<file path="src/rtl/tone_generator.sv">
// ----------------------------------------------------------------------------
// tone_generator
//   Square-wave note generator (C5..C6) with a ~48 kHz sample stream behind a
//   one-deep valid/ready output buffer.
//
//   Ports
//     CLOCK_50      in   1   sole clock, rising edge
//     RESET_N       in   1   asynchronous active-low reset
//     note_sel      in   3   note index 0..7 (switches, asynchronous)
//     tone_en       in   1   tone enable (switch, asynchronous)
//     sq_out        out  1   raw square wave at the note frequency
//     sample        out  16  signed audio sample
//     sample_valid  out  1   sample holds a word not yet accepted
//     sample_ready  in   1   downstream accepts a word this cycle
//     overrun       out  1   sticky: a sample tick was dropped
//     note_led      out  8   one-hot active note, 0 while disabled
// ----------------------------------------------------------------------------
module tone_generator #(
    parameter int unsigned        SAMPLE_DIV = 1042,
    parameter logic signed [15:0] AMPLITUDE  = 16'sd8192
) (
    input  logic               CLOCK_50,
    input  logic               RESET_N,
    input  logic [2:0]         note_sel,
    input  logic               tone_en,
    output logic               sq_out,
    output logic signed [15:0] sample,
    output logic               sample_valid,
    input  logic               sample_ready,
    output logic               overrun,
    output logic [7:0]         note_led
);

    localparam logic [10:0] DIV_LAST = 11'(SAMPLE_DIV - 1);

    typedef enum logic {EMPTY = 1'b0, FULL = 1'b1} buf_state_t;

    // Half-period lengths in CLOCK_50 cycles, C5..C6.
    function automatic logic [15:0] half_period(input logic [2:0] note);
        case (note)
            3'd0:    half_period = 16'd47801;
            3'd1:    half_period = 16'd42589;
            3'd2:    half_period = 16'd37936;
            3'd3:    half_period = 16'd35816;
            3'd4:    half_period = 16'd31928;
            3'd5:    half_period = 16'd28409;
            3'd6:    half_period = 16'd25329;
            default: half_period = 16'd23900;
        endcase
    endfunction

    function automatic logic signed [15:0] sample_for(input logic en, input logic level);
        if (!en)
            sample_for = 16'sd0;
        else if (level)
            sample_for = AMPLITUDE;
        else
            sample_for = -AMPLITUDE;
    endfunction

    logic [2:0]         note_s1_q, note_s2_q;
    logic               en_s1_q, en_s2_q;
    logic [15:0]        half_cnt_q, half_cnt_d;
    logic               sq_q, sq_d;
    logic [10:0]        div_q, div_d;
    buf_state_t         state_q, state_d;
    logic signed [15:0] sample_q, sample_d;
    logic               overrun_q, overrun_d;

    logic               tick;
    logic               xfer;
    logic               note_chg;
    logic [15:0]        hp_last;

    // Two-flop synchronizers; the second stage is the active value.
    always_ff @(posedge CLOCK_50 or negedge RESET_N) begin
        if (!RESET_N) begin
            note_s1_q <= 3'd0;
            note_s2_q <= 3'd0;
            en_s1_q   <= 1'b0;
            en_s2_q   <= 1'b0;
        end else begin
            note_s1_q <= note_sel;
            note_s2_q <= note_s1_q;
            en_s1_q   <= tone_en;
            en_s2_q   <= en_s1_q;
        end
    end

    // The active note is about to change when the two stages disagree, so the
    // counter clears on the same edge the new note becomes active and the new
    // note gets a full first half-period.
    assign note_chg = (note_s1_q != note_s2_q);
    assign hp_last  = half_period(note_s2_q) - 16'd1;

    always_comb begin
        half_cnt_d = half_cnt_q;
        sq_d       = sq_q;
        if (!en_s2_q) begin
            half_cnt_d = 16'd0;
            sq_d       = 1'b0;
        end else if (note_chg) begin
            half_cnt_d = 16'd0;
        end else if (half_cnt_q == hp_last) begin
            half_cnt_d = 16'd0;
            sq_d       = ~sq_q;
        end else begin
            half_cnt_d = half_cnt_q + 16'd1;
        end
    end

    assign tick  = (div_q == DIV_LAST);
    assign div_d = tick ? 11'd0 : div_q + 11'd1;

    assign xfer = (state_q == FULL) && sample_ready;

    // Output buffer: state register.
    always_ff @(posedge CLOCK_50 or negedge RESET_N) begin
        if (!RESET_N)
            state_q <= EMPTY;
        else
            state_q <= state_d;
    end

    // Output buffer: next state.
    always_comb begin
        state_d = state_q;
        case (state_q)
            EMPTY:   if (tick) state_d = FULL;
            FULL:    if (xfer && !tick) state_d = EMPTY;
            default: state_d = EMPTY;
        endcase
    end

    // Output buffer: outputs and held data. A tick is only accepted when the
    // slot is free or is being emptied in the same cycle; otherwise the held
    // word wins and the drop is recorded.
    always_comb begin
        sample_valid = (state_q == FULL);
        sample_d     = sample_q;
        overrun_d    = overrun_q;
        if (tick) begin
            if (state_q == EMPTY || xfer)
                sample_d = sample_for(en_s2_q, sq_q);
            else
                overrun_d = 1'b1;
        end
    end

    always_ff @(posedge CLOCK_50 or negedge RESET_N) begin
        if (!RESET_N) begin
            half_cnt_q <= 16'd0;
            sq_q       <= 1'b0;
            div_q      <= 11'd0;
            sample_q   <= 16'sd0;
            overrun_q  <= 1'b0;
        end else begin
            half_cnt_q <= half_cnt_d;
            sq_q       <= sq_d;
            div_q      <= div_d;
            sample_q   <= sample_d;
            overrun_q  <= overrun_d;
        end
    end

    assign sq_out   = sq_q;
    assign sample   = sample_q;
    assign overrun  = overrun_q;
    assign note_led = en_s2_q ? (8'b1 << note_s2_q) : 8'b0;

endmodule

</file>
<file path="config.mk">
export PLATFORM = sky130hd
export DESIGN_NAME = tone_generator
export DESIGN_NICKNAME = d
export VERILOG_FILES = /design/src/rtl/tone_generator.sv
export SDC_FILE = /design/constraint.sdc
export NUM_CORES = 1
export LEC_CHECK = 0
export CAP_MARGIN = 10
export CORE_MARGIN = 1
export CORE_UTILIZATION = 40
export CTS_CLUSTER_DIAMETER = 200
export CTS_CLUSTER_SIZE = 10
export DETAILED_ROUTE_END_ITERATION = 10
export DONT_BUFFER_PORTS = 1
export PLACE_DENSITY = 0.66
export SLEW_MARGIN = 5
export SYNTH_ARGS = -nofsm -noshare
export SYNTH_HDL_FRONTEND = slang
export SYNTH_SLANG_ARGS = --single-unit
</file>
<file path="constraint.sdc">
create_clock -name CLOCK_50 -period 8.1 [get_ports CLOCK_50]
set_input_delay 2.43 -clock CLOCK_50 [delete_from_list [all_inputs] [get_ports CLOCK_50]]
set_output_delay 2.43 -clock CLOCK_50 [all_outputs]
set_load 0.02 [all_outputs]
</file>
* Word level (Yosys, flattened, before mapping)
Cells that the tools add are included.
** Word-level totals
- Register bits after elaboration :: 54
- Latch bits :: 0
- Memory bits (writable) :: 0
- Memory bits (read-only) :: 0
- Input port bits :: 7
- Output and inout port bits :: 27
- Memories kept :: 0
** Cells by class
- $add $sub $neg :: 3
- $mul :: 0
- Divide/modulo/power cells :: 0
- Magnitude comparators :: 0
- Equality and inequality tests :: 11
- Shift operators :: 1
- Muxes and demuxes :: 14
- Bitwise logic cells :: 3
- Reduce and logical (&&, ||, !) cells :: 8
** Operators by type and width (count)
- $pmux W16 S7 :: 1
- $mux W16 :: 5
- $add A16 B1 Y16 const B :: 1
- $eq A16 B16 Y1 :: 1
- $sub A16 B1 Y16 const B :: 1
- $add A11 B1 Y11 const B :: 1
- $eq A11 B11 Y1 const B :: 1
- $mux W11 :: 1
- $eq A3 B3 Y1 const B :: 3
- $mux W8 :: 1
- $shl A1 B3 Y8 const A :: 1
- $eq A3 B2 Y1 const B :: 2
- $reduce_and A2 Y1 :: 3
- $mux W1 :: 5
- $eq A3 B1 Y1 const B :: 1
- $logic_not A3 Y1 :: 1
- $ne A3 B3 Y1 :: 1
- $not A1 Y1 :: 3
- $logic_and A1 B1 Y1 :: 2
- $ne A2 B1 Y1 const B :: 1
- $ne A2 B2 Y1 const B :: 1
- $pmux W1 S2 :: 1
- $logic_not A1 Y1 :: 1
- $logic_or A1 B1 Y1 :: 1

* Logic depth before layout (Yosys ltp)
Gate-level depths: netlist (run 1).
- Word-level depth :: 7
- Gate-level depth with buffers :: 12
- Mapped depth without buffers :: 10

* Worst setup path before layout (run 1)
OpenSTA, ideal clock, no wires.
- Kind :: reg-to-output
- Start point :: register note_s2_q[0]
- End point :: output port note_led[0]
- Data arrival time :: 1207 ps
- Data required time :: 5670 ps
- Setup slack :: 4463 ps
- Cell stages (with the launch flop) :: 4
- Cells stage by stage :: dfrtp_1 -> buf_6 -> buf_2 -> nor3_1
** Between the ends
- Word-level cells in the longest chain between the ends :: 2
** RTL lines
- start, declared :: line 61 : logic [2:0] note_s1_q, note_s2_q;
- start signal, assigned :: line 84 : note_s2_q <= note_s1_q;
- $shl A1 B3 Y8 :: line 169 : assign note_led = en_s2_q ? (8'b1 << note_s2_q) : 8'b0;
- $mux W8 :: line 169
- end, declared :: line 31 : output logic [7:0] note_led
Every way passes these cells.

* Final worst setup path (run 1)
- Start point :: register note_s2_q[1]
- End point :: output port note_led[0]
Same word-level chain as after synthesis.

==> out/metrics.cfg, run 1 <==
[clock_tree]
cts_tree = built
cts_inserted_buffers = 5
postCtsSetupBuffers = 0
cts.reportedPaths.clkPinSlew_ns = 0.07
htree_num_levels = 2
clkSinkCount = 40
cts.path.max_buffers = 2
clock_latency_ns = 0.29
hold_bufs_at_cts = 0
clk_root_buffer_cell = sky130_fd_sc_hd__clkbuf_8
ctsResizeCount = 0

[power]
leakagePower_nw = 0.949
combPwrFrac = 0.068
p_switching_uw = 86.7
p_sw_frac = 0.243
p_int_uw = 270
share_seq_of_total_power = 0.581
ir_drop_worst_vdd_mv = 0.0894
power_per_cell_area_mw_per_mm2 = 154
clock_power_share = 0.352

[critical_path]
worst-path-max-fanout = 16
r2r-start = note_s2_q[0]$_DFF_PN0_
critPathArrivalTime_ns = 1.75
timing.critical_path.to = note_led[0]
source_of_the_critical_timing_path = note_s2_q[1]$_DFF_PN0_
regToRegSetupSlack_ns = 4.69
critical_path.reg2reg.endpoint = half_cnt_q[4]$_DFF_PN0_
worst_r2r_path_depth = 10
endpoint_kind = output pin
cp_data_required_time_ns = 5.67
timing.setup.critical_path_class = flip-flop to output pin
crit_path_start_kind = flip-flop

[layout]
instances_no_fill = 308
final_cell_area_mm2 = 0.00231
design.final.nets = 245
utilization = 0.423
post_route_cells_drive_above_1_share = 0.0596
area.growth.synth_to_final_pct = 2.10

[detailed_routing]
vias_per_cell = 5.02
detail_route.first_pass.iterations = 4
wl_per_cell_um = 12.8
detailedRoute.firstIterationViolations = 104
drt_wl_total_um = 3960
ant_nets = 0
detailed_route_via_count = 1545
drc = 0

[floorplanning]
start_util = 0.414
fp-row-count = 27
die-area_mm2 = 0.00597
coreArea_mm2 = 0.00547
die_w_um = 77.3
ios = 34
die_height_um = 77.3

[global_route]
grt_pass1_vias = 1477
gr-usage-all-layers = 0.149
grt_antenna_before_repair = 1
grt_max_degree = 41
global_route_wire_length_before_repair_um = 6960
overflow = 0

[synth]
synth_area_per_cell_um2 = 9.45
yosys_top_cell_by_area = sky130_fd_sc_hd__dfrtp_1
synth-warning-count = 0
synth_largest_type_area_fraction = 0.442
synth.lib_cells_used.distinct = 42
synth.yosys.seq_area_share = 0.442
syn-instance-count = 240
dominant_cells_by_area_after_synthesis = sky130_fd_sc_hd__dfrtp_1 44%, sky130_fd_sc_hd__xor2_1 7.0%, sky130_fd_sc_hd__xnor2_1 6.2%, sky130_fd_sc_hd__nor2_1 6.1%, sky130_fd_sc_hd__buf_4 5.0%
synth.cell_area_mm2 = 0.00227
ys_ff_latch = 40

[place]
port_buffers = 0
place_inst = 299
placed_area_mm2 = 0.00222
routabilityCongestion = 0.825
dpl_hpwl_um = 2890
place_worst_setup_slack_ns = 4.22

[worst_hold_path]
hold_path_startpoint = en_s1_q$_DFF_PN0_
holdCritPathClass = flip-flop to flip-flop

[sta]
postLayoutSetupSlackWorst_ns = 3.92
worst_clock_skew_ns = 0.00528
headroom_to_the_max_slew_limit = 0.534
final_hold_fails = 0
layout_worst_path_cycle_share = 0.516
peak_clock_frequency_supported_by_timing_mhz = 239
unrepaired_setup_endpoints_after_global_routing = false
report.final.slew_viol_count = 0
tns_ns = 0
setup_violation_total_in_the_final_timing_report = 0
finalWorstPathRequiredPeriod_ns = 4.18
tightestPinTransition_ns = 0.699

[run_status]
run_status = complete, no violations

[flow_run]
max_cap_violation_count = 0

through the flow:
step,total power [mW],hold WS (ns)
after detailed placement,0.235,0.346
after CTS,0.363,0.363
after global routing,0.374,0.367
final,0.357,0.359
after floorplan,0.238,0.331
after global placement,0.235,0.334
area by class of cell:
class                           instances  area [um^2]
Multi-Input combinational cell        182         1110
Antenna cell                            1         2.50
Inverter                                5         18.8
Tap cell                               72         90.1
Sequential cell                        40         1000
Clock inverter                          3         18.8
Fill cell                             541         3160
Clock buffer                            5         68.8
layout by cell type, fill, tap and decap left out, types with 5 or more instances in the layout:
cell	Yosys	routed
sky130_fd_sc_hd__clkbuf_8	0	5
sky130_fd_sc_hd__conb_1	1	13
sky130_fd_sc_hd__dfrtp_1	40	40
sky130_fd_sc_hd__inv_1	5	5
sky130_fd_sc_hd__nand2_1	20	20
sky130_fd_sc_hd__nand2b_1	8	8
sky130_fd_sc_hd__nand3_1	15	15
sky130_fd_sc_hd__nor2_1	37	37
sky130_fd_sc_hd__nor3_1	8	8
sky130_fd_sc_hd__xnor2_1	16	16
sky130_fd_sc_hd__xor2_1	18	18
how the worst min path moves through the flow:
| stage | endpoint | cells after the start |
|---|---|---|
| floorplan | en_s2_q$_DFF_PN0_ | 0 |
| global placement | en_s2_q$_DFF_PN0_ | 0 |
| detailed placement | en_s2_q$_DFF_PN0_ | 0 |
| CTS | en_s2_q$_DFF_PN0_ | 0 |
| global route | en_s2_q$_DFF_PN0_ | 0 |
| finish | en_s2_q$_DFF_PN0_ | 0 |
cells by family after synthesis:
group | share of synthesized area
flip-flops | 0.442
buffers and inverters | 0.0866
multiplexers | 0.0188
AO/OA/AOI/OAI | 0.0613
other | 0.00165
XOR/XNOR | 0.131
AND/OR/NAND/NOR | 0.237
adder cells (fa/ha/maj) | 0.0221
state kept, by name, indices dropped and copies added (netlist names), 2 cells and up:
name        flops
half_cnt_q     16
note_s1_q       3
sample          2
div_q          11
note_s2_q       3
power groups by stage:
stage / logic, mW / clock network [mW] / registers (mW)
after floorplan: 0.0305 / 0 / 0.207
after global placement: 0.0238 / 0 / 0.211
after detailed placement: 0.0241 / 0 / 0.211
after CTS: 0.0242 / 0.132 / 0.207
after global routing: 0.0270 / 0.139 / 0.208
final: 0.0241 / 0.125 / 0.207
synth_stat cells:
cell and count:
sky130_fd_sc_hd__a2111o_1 1, sky130_fd_sc_hd__a21boi_0 1, sky130_fd_sc_hd__a21oi_1 4, sky130_fd_sc_hd__a221o_1 1, sky130_fd_sc_hd__a31o_2 1, sky130_fd_sc_hd__a31oi_1 2
sky130_fd_sc_hd__and2_1 2, sky130_fd_sc_hd__and3_1 1, sky130_fd_sc_hd__and4_1 4, sky130_fd_sc_hd__buf_2 3, sky130_fd_sc_hd__buf_4 15, sky130_fd_sc_hd__buf_6 3
sky130_fd_sc_hd__clkbuf_1 3, sky130_fd_sc_hd__clkbuf_2 1, sky130_fd_sc_hd__conb_1 1, sky130_fd_sc_hd__dfrtp_1 40, sky130_fd_sc_hd__ha_1 4, sky130_fd_sc_hd__inv_1 5
sky130_fd_sc_hd__mux2_2 2, sky130_fd_sc_hd__mux2i_1 2, sky130_fd_sc_hd__nand2_1 20, sky130_fd_sc_hd__nand2b_1 8, sky130_fd_sc_hd__nand3_1 15, sky130_fd_sc_hd__nand3b_1 2
sky130_fd_sc_hd__nand4_1 4, sky130_fd_sc_hd__nand4b_1 1, sky130_fd_sc_hd__nor2_1 37, sky130_fd_sc_hd__nor2b_1 1, sky130_fd_sc_hd__nor3_1 8, sky130_fd_sc_hd__nor3b_1 1
sky130_fd_sc_hd__nor4_1 1, sky130_fd_sc_hd__nor4b_1 1, sky130_fd_sc_hd__o21ai_0 3, sky130_fd_sc_hd__o21bai_1 1, sky130_fd_sc_hd__o311a_1 1, sky130_fd_sc_hd__o31ai_1 2
sky130_fd_sc_hd__o31ai_4 1, sky130_fd_sc_hd__or2_2 1, sky130_fd_sc_hd__or3b_1 1, sky130_fd_sc_hd__or4_4 1, sky130_fd_sc_hd__xnor2_1 16, sky130_fd_sc_hd__xor2_1 18
critical path: stages (launching register included):
cell and delay (ns):
sky130_fd_sc_hd__dfrtp_1 0.56, sky130_fd_sc_hd__inv_1 0.26, sky130_fd_sc_hd__nand2_1 0.14, sky130_fd_sc_hd__nor3_1 0.51
layer usage:
layer	up-vias	track usage	part of all wire
met4	0	0.0509	0.012
met2	48	0.217	0.43
li1	763	-	-
met5	-	0	0
met3	6	0.0560	0.076
met1	728	0.202	0.48
No activity file was read; power rests on OpenSTA's default activity.
==> run 2: changes to the inputs <==
--- a/config.mk
+++ b/config.mk
@@ -12,7 +12,7 @@
 export CTS_CLUSTER_SIZE = 10
 export DETAILED_ROUTE_END_ITERATION = 10
 export DONT_BUFFER_PORTS = 1
-export PLACE_DENSITY = 0.66
+export PLACE_DENSITY = 0.68
 export SLEW_MARGIN = 5
 export SYNTH_ARGS = -nofsm -noshare
 export SYNTH_HDL_FRONTEND = slang
==> constraint.sdc (replaced) <==
create_clock -name CLOCK_50 -period 3.35 [get_ports CLOCK_50]
set_input_delay 1.005 -clock CLOCK_50 [delete_from_list [all_inputs] [get_ports CLOCK_50]]
set_output_delay 1.005 -clock CLOCK_50 [all_outputs]
set_load 0.02 [all_outputs]
==> run 2 against run 1 <==
Effect of this change: combinational power increased to 2.9 times the previous value; flip-flop and latch count unchanged; clock power increased to 2.6 times the previous value; global-route usage increased by 0.18 points; critical path depth increased by 7; core utilization increased by 0.64 points; power increased by 150%; critical path type is now flip-flop to flip-flop; largest cell class unchanged; largest power group unchanged.
==> out/metrics.cfg, run 2 (synthesis results as in run 1) <==
[run_status]
run_status = complete, no violations

[worst_hold_path]
hold_path_startpoint = en_s1_q$_DFF_PN0_
hold_path_end = en_s2_q$_DFF_PN0_
holdCritPathClass = flip-flop to flip-flop
min_path_cells = 0  ; unchanged

[sta]
setup_violation_total_in_the_final_timing_report = 0  ; unchanged
final_hold_fails = 0  ; unchanged
tns_ns = 0  ; unchanged
unrepaired_setup_endpoints_after_global_routing = false
report.final.slew_viol_count = 0  ; unchanged
finalWorstPathRequiredPeriod_ns = 2.95
layout_worst_path_cycle_share = 0.880
headroom_to_the_max_slew_limit = 0.558  ; +0.0243
tightestPinTransition_ns = 0.658  ; -0.0416 ns
worst_clock_skew_ns = 0.00723  ; +0.00195 ns
peak_clock_frequency_supported_by_timing_mhz = 339

[critical_path]
timing.setup.critical_path_class = flip-flop to flip-flop
worst-path-max-fanout = 16  ; unchanged
worstPathCellList = nand2b_1, xnor2_1, inv_1, ha_1, xnor2_1, a21oi_1, a21oi_1, or4_4, o31ai_4, nor2_1
worst_r2r_path_depth = 10  ; unchanged
regToRegSetupSlack_ns = 0.40  ; -4.29 ns
cp_data_required_time_ns = 3.49  ; -2.18 ns
endpoint_kind = flip-flop
crit_path_start_kind = flip-flop
worst_path_largest_cell_delay_ns = 0.63  ; +0.07 ns
critPathArrivalTime_ns = 3.09  ; +1.34 ns
crit_path_top_delay_cell = sky130_fd_sc_hd__o31ai_4
cp_num_buf_inv = 1  ; unchanged
timing.critical_path.max_delay_family = simple AND/OR/NAND/NOR gates
r2r-start = note_s2_q[2]$_DFF_PN0_
critical_path.reg2reg.endpoint = half_cnt_q[14]$_DFF_PN0_

[detailed_routing]
drt_wl_total_um = 4000  ; +0.99%
detailedRoute.firstIterationViolations = 98  ; -5.8%
detail_route.first_pass.iterations = 4  ; unchanged
wl_per_cell_um = 12.8  ; -0.31%
detailed_route_via_count = 1551  ; +0.39%
vias_per_cell = 4.97  ; -0.90%
drc = 0  ; unchanged
ant_nets = 0  ; unchanged

[layout]
instances_no_fill = 312  ; +1.3%
top_register = half_cnt_q
area.growth.synth_to_final_pct = 3.64
fillCellCount = 568  ; +5.0%
post_route_cells_drive_above_1_share = 0.0753  ; +0.0157
final_common_cell = sky130_fd_sc_hd__dfrtp_1
design.final.nets = 249  ; +1.6%
mostFrequentLayoutCells = 40 x sky130_fd_sc_hd__dfrtp_1, 37 x sky130_fd_sc_hd__nor2_1, 20 x sky130_fd_sc_hd__nand2_1
registers_with_the_highest_flip_flop_counts = half_cnt_q (16), div_q (11)
utilization = 0.429  ; +0.00640
largest_register_ff_count = 16  ; unchanged

[floorplanning]
die-area_mm2 = 0.00597  ; unchanged
ios = 34  ; unchanged
die_height_um = 77.3  ; unchanged
coreArea_mm2 = 0.00547  ; unchanged
fp-row-count = 27  ; unchanged
start_util = 0.414  ; unchanged
die_w_um = 77.3  ; unchanged

[clock_tree]
cts.path.max_buffers = 2  ; unchanged
cts_inserted_buffers = 5  ; unchanged
postCtsSetupBuffers = 0  ; unchanged
cts_tree = built
hold_bufs_at_cts = 0  ; unchanged
cts.reportedPaths.clkPinSlew_ns = 0.07  ; about the same
ctsResizeCount = 0  ; unchanged
clock_latency_ns = 0.29  ; about the same
htree_num_levels = 2  ; unchanged
clkSinkCount = 40  ; unchanged
clk_root_buffer_cell = sky130_fd_sc_hd__clkbuf_8

[flow_run]
max_cap_violation_count = 0  ; unchanged

[place]
place_inst = 303  ; +1.3%
port_buffers = 0  ; unchanged
dpl_hpwl_um = 2920  ; +0.90%
routabilityCongestion = 0.933  ; +13%

[global_route]
grt_pass1_vias = 1558  ; +5.5%
grt_antenna_before_repair = 1  ; unchanged
gr-usage-all-layers = 0.151  ; +0.00182
global_route_wire_length_before_repair_um = 7150  ; +2.7%
grt_max_degree = 41  ; unchanged
overflow = 0  ; unchanged

[power]
power_per_cell_area_mw_per_mm2 = 376  ; +140%
leakagePower_nw = 0.971  ; +2.3%
ir_drop_worst_vdd_mv = 0.257  ; +190%

-- run 2: changes by cell type in the layout (fill, tap and decap cells not counted), sizes merged --
cell	before	now
clkbuf	5	6
clkinv	3	2
buf	0	4
-- run 2: how the worst max path moves through the flow --
stage,cells past startpoint,end,slack (ns),start
finish,10,half_cnt_q[14]$_DFF_PN0_,0.40,note_s2_q[2]$_DFF_PN0_
global route,10,half_cnt_q[9]$_DFF_PN0_,0.10,note_s2_q[2]$_DFF_PN0_
CTS,10,half_cnt_q[15]$_DFF_PN0_,0.38,note_s2_q[2]$_DFF_PN0_
detailed placement,10,half_cnt_q[12]$_DFF_PN0_,0.39,note_s2_q[2]$_DFF_PN0_
global placement,10,half_cnt_q[15]$_DFF_PN0_,0.51,note_s2_q[1]$_DFF_PN0_
floorplan,12,half_cnt_q[11]$_DFF_PN0_,0.73,note_s2_q[2]$_DFF_PN0_
-- run 2: per-stage QoR --
stage / setup slack (ns) / total power, mW / cell area, um^2 / hold slack, ns
after CTS: 0.381 / 0.896 / 2350 / 0.362
after floorplan: 0.730 / 0.575 / 2310 / 0.331
after detailed placement: 0.393 / 0.573 / 2250 / 0.346
after global routing: 0.105 / 0.927 / 2350 / 0.367
final: 0.403 / 0.883 / 2350 / 0.355
after global placement: 0.508 / 0.572 / 2250 / 0.334
-- run 2: power by group --
group | internal (mW) | switching [mW] | total (mW)
Combinational | 0.0230 | 0.0468 | 0.0698
Clock | 0.164 | 0.155 | 0.319
Sequential | 0.488 | 0.00545 | 0.494
-- run 2: layout make-up --
type | count | area [um^2] | area share
diodes | 1 | 2.50 | 0.00106
clock buffers | 6 | 82.6 | 0.0351
clock inverters | 2 | 10.0 | 0.00426
inverters | 5 | 18.8 | 0.00799
multi-input cells | 182 | 1110 | 0.474
flip-flops and latches | 40 | 1000 | 0.426
well taps | 72 | 90.1 | 0.0383
repair buffers | 4 | 30.0 | 0.0128
-- run 2: per-layer routing --
metal	GRT usage	wire length [um]
met1	0.201	1950
met4	0.0528	68
met2	0.228	1720
met5	0	0
met3	0.0488	266
==> run 3: changes to the inputs <==
--- a/config.mk
+++ b/config.mk
@@ -12,8 +12,8 @@
 export CTS_CLUSTER_SIZE = 10
 export DETAILED_ROUTE_END_ITERATION = 10
 export DONT_BUFFER_PORTS = 1
+export GPL_TIMING_DRIVEN = 0
 export PLACE_DENSITY = 0.68
-export SLEW_MARGIN = 5
 export SYNTH_ARGS = -nofsm -noshare
 export SYNTH_HDL_FRONTEND = slang
 export SYNTH_SLANG_ARGS = --single-unit
==> run 3 against run 2 <==
Effect of this change: critical path depth rose by 2; via count up 4.0%; design area is 7.4% higher; die area did not move; combinational power is 20% higher; setup slack better by 0.0017 ns; clock power grew 29%; worst hold slack improved by 0.0019 ns.
==> out/metrics.cfg, run 3 (synthesis results as in run 1) <==
[detailed_routing]
wl_per_cell_um = 12.3  ; -4.2%
drt_wl_total_um = 4080  ; +2.0%
drc = 0  ; unchanged
vias_per_cell = 4.86  ; -2.3%
detailedRoute.firstIterationViolations = 129  ; +32%
ant_nets = 0  ; unchanged
detail_route.first_pass.iterations = 4  ; unchanged
detailed_route_via_count = 1613  ; +4.0%

[power]
power_per_cell_area_mw_per_mm2 = 391  ; +4.2%
totalPowerFinal_uw = 988  ; +12%
leakagePower_nw = 1.08  ; +11%
ir_drop_worst_vdd_mv = 0.233  ; -9.1%

[sta]
tns_ns = 0  ; unchanged
layout_worst_path_cycle_share = 0.879  ; about the same
final_hold_fails = 0  ; unchanged
headroom_to_the_max_slew_limit = 0.582  ; +0.0240
setup_violation_total_in_the_final_timing_report = 0  ; unchanged
report.final.slew_viol_count = 0  ; unchanged
worst_clock_skew_ns = 0.00710  ; -0.000127 ns
peak_clock_frequency_supported_by_timing_mhz = 340  ; about the same
finalWorstPathRequiredPeriod_ns = 2.95  ; -0.00173 ns
tightestPinTransition_ns = 0.622  ; -0.0357 ns
unrepaired_setup_endpoints_after_global_routing = false

[run_status]
run_status = complete, no violations

[floorplanning]
die_height_um = 77.3  ; unchanged
ios = 34  ; unchanged
die-area_mm2 = 0.00597  ; unchanged
die_w_um = 77.3  ; unchanged
start_util = 0.414  ; unchanged
fp-row-count = 27  ; unchanged
coreArea_mm2 = 0.00547  ; unchanged

[clock_tree]
cts.reportedPaths.clkPinSlew_ns = 0.08  ; about the same
clock_latency_ns = 0.29  ; about the same
ctsResizeCount = 0  ; unchanged
cts_inserted_buffers = 5  ; unchanged
cts.path.max_buffers = 2  ; unchanged
hold_bufs_at_cts = 0  ; unchanged
htree_num_levels = 2  ; unchanged
cts_tree = built
postCtsSetupBuffers = 0  ; unchanged
clk_root_buffer_cell = sky130_fd_sc_hd__clkbuf_8
clkSinkCount = 40  ; unchanged

[global_route]
gr-usage-all-layers = 0.155  ; +0.00370
overflow = 0  ; unchanged
grt_antenna_before_repair = 0  ; -1
grt_pass1_vias = 1499  ; -3.8%
grt_max_degree = 41  ; unchanged
global_route_wire_length_before_repair_um = 7200  ; +0.77%

[place]
dpl_hpwl_um = 2940  ; +0.92%
routabilityCongestion = 0.806  ; -14%
port_buffers = 0  ; unchanged

[layout]
final_common_cell = sky130_fd_sc_hd__dfrtp_1
post_route_cells_drive_above_1_share = 0.138  ; +0.0631
num_antenna_cells = 0  ; -1
largest_register_ff_count = 16  ; unchanged
registers_with_the_highest_flip_flop_counts = half_cnt_q (16), div_q (11)
mostFrequentLayoutCells = 40 x sky130_fd_sc_hd__dfrtp_1, 37 x sky130_fd_sc_hd__nor2_1, 20 x sky130_fd_sc_hd__nand2_1
area.growth.synth_to_final_pct = 11.3
fillCellCount = 555  ; -2.3%
design.final.nets = 270  ; +8.4%
top_register = half_cnt_q

[flow_run]
max_cap_violation_count = 0  ; unchanged

[critical_path]
worst-path-max-fanout = 10  ; -6
endpoint_kind = flip-flop
critPathArrivalTime_ns = 3.12  ; +0.03 ns
crit_path_start_kind = flip-flop
timing.setup.critical_path_class = flip-flop to flip-flop
cp_data_required_time_ns = 3.52  ; +0.03 ns

[worst_hold_path]
holdCritPathClass = flip-flop to flip-flop

-- run 3: layout make-up --
class	instances	area (um^2)	share of cell area
Buffer	25	178	0.0704
Clock buffer	6	82.6	0.0327
Clock inverter	2	38.8	0.0154
Inverter	5	18.8	0.00744
Multi-Input combinational cell	182	1110	0.442
Sequential cell	40	1000	0.397
Tap cell	72	90.1	0.0357
-- run 3: layer usage --
layer | global-route usage | routed length (um) | part of all wire
met2 | 0.230 | 1730 | 0.42
met3 | 0.0405 | 246 | 0.060
met4 | 0.0679 | 58 | 0.014
met1 | 0.210 | 2040 | 0.50
met5 | 0 | 0 | 0
-- run 3: final timing paths --
path	start	end	slack, ns	depth (start not counted)
max in group asynchronous	RESET_N	sample[14]$_DFFE_PN0P_	2.87	0
setup reg to reg	note_s2_q[2]$_DFF_PN0_	half_cnt_q[7]$_DFF_PN0_	0.40	12
setup / recovery	note_s2_q[2]$_DFF_PN0_	half_cnt_q[7]$_DFF_PN0_	0.40	12
hold reg to reg	en_s1_q$_DFF_PN0_	en_s2_q$_DFF_PN0_	0.36	0
hold / removal	en_s1_q$_DFF_PN0_	en_s2_q$_DFF_PN0_	0.36	0
min in group asynchronous	RESET_N	overrun$_DFFE_PN0P_	0.40	0
-- run 3: critical path: stages (launching register included) --
cell	delay [ns]
sky130_fd_sc_hd__dfrtp_1	0.36
sky130_fd_sc_hd__clkbuf_2	0.16
sky130_fd_sc_hd__buf_2	0.22
sky130_fd_sc_hd__xnor2_1	0.21
sky130_fd_sc_hd__nand2_1	0.08
sky130_fd_sc_hd__ha_1	0.19
sky130_fd_sc_hd__xnor2_1	0.15
sky130_fd_sc_hd__a21oi_1	0.13
sky130_fd_sc_hd__a21oi_1	0.05
sky130_fd_sc_hd__or4_4	0.57
sky130_fd_sc_hd__o31ai_4	0.43
sky130_fd_sc_hd__buf_6	0.20
sky130_fd_sc_hd__nor2_1	0.06
-- run 3: through the flow --
| stage | hold WS [ns] | utilization | setup slack (ns) | instance area, um^2 | cells |
|---|---|---|---|---|---|
| 2_1_floorplan | 0.331 | - | 0.730 | 2310 | 252 |
| 3_3_place_gp | 0.333 | 0.439 | 0.418 | 2400 | 324 |
| 3_5_place_dp | 0.346 | 0.439 | 0.422 | 2400 | 324 |
| 4_1_cts | 0.363 | 0.461 | 0.388 | 2520 | 332 |
| 5_1_grt | 0.367 | 0.461 | 0.200 | 2520 | 332 |
| 6_report | 0.357 | 0.461 | 0.405 | 2520 | 332 |
-- run 3: report_power, final --
part | total (mW) | switching [mW] | internal, mW
clock network | 0.410 | 0.167 | 0.244
registers | 0.494 | 0.00562 | 0.488
logic | 0.0840 | 0.0504 | 0.0337
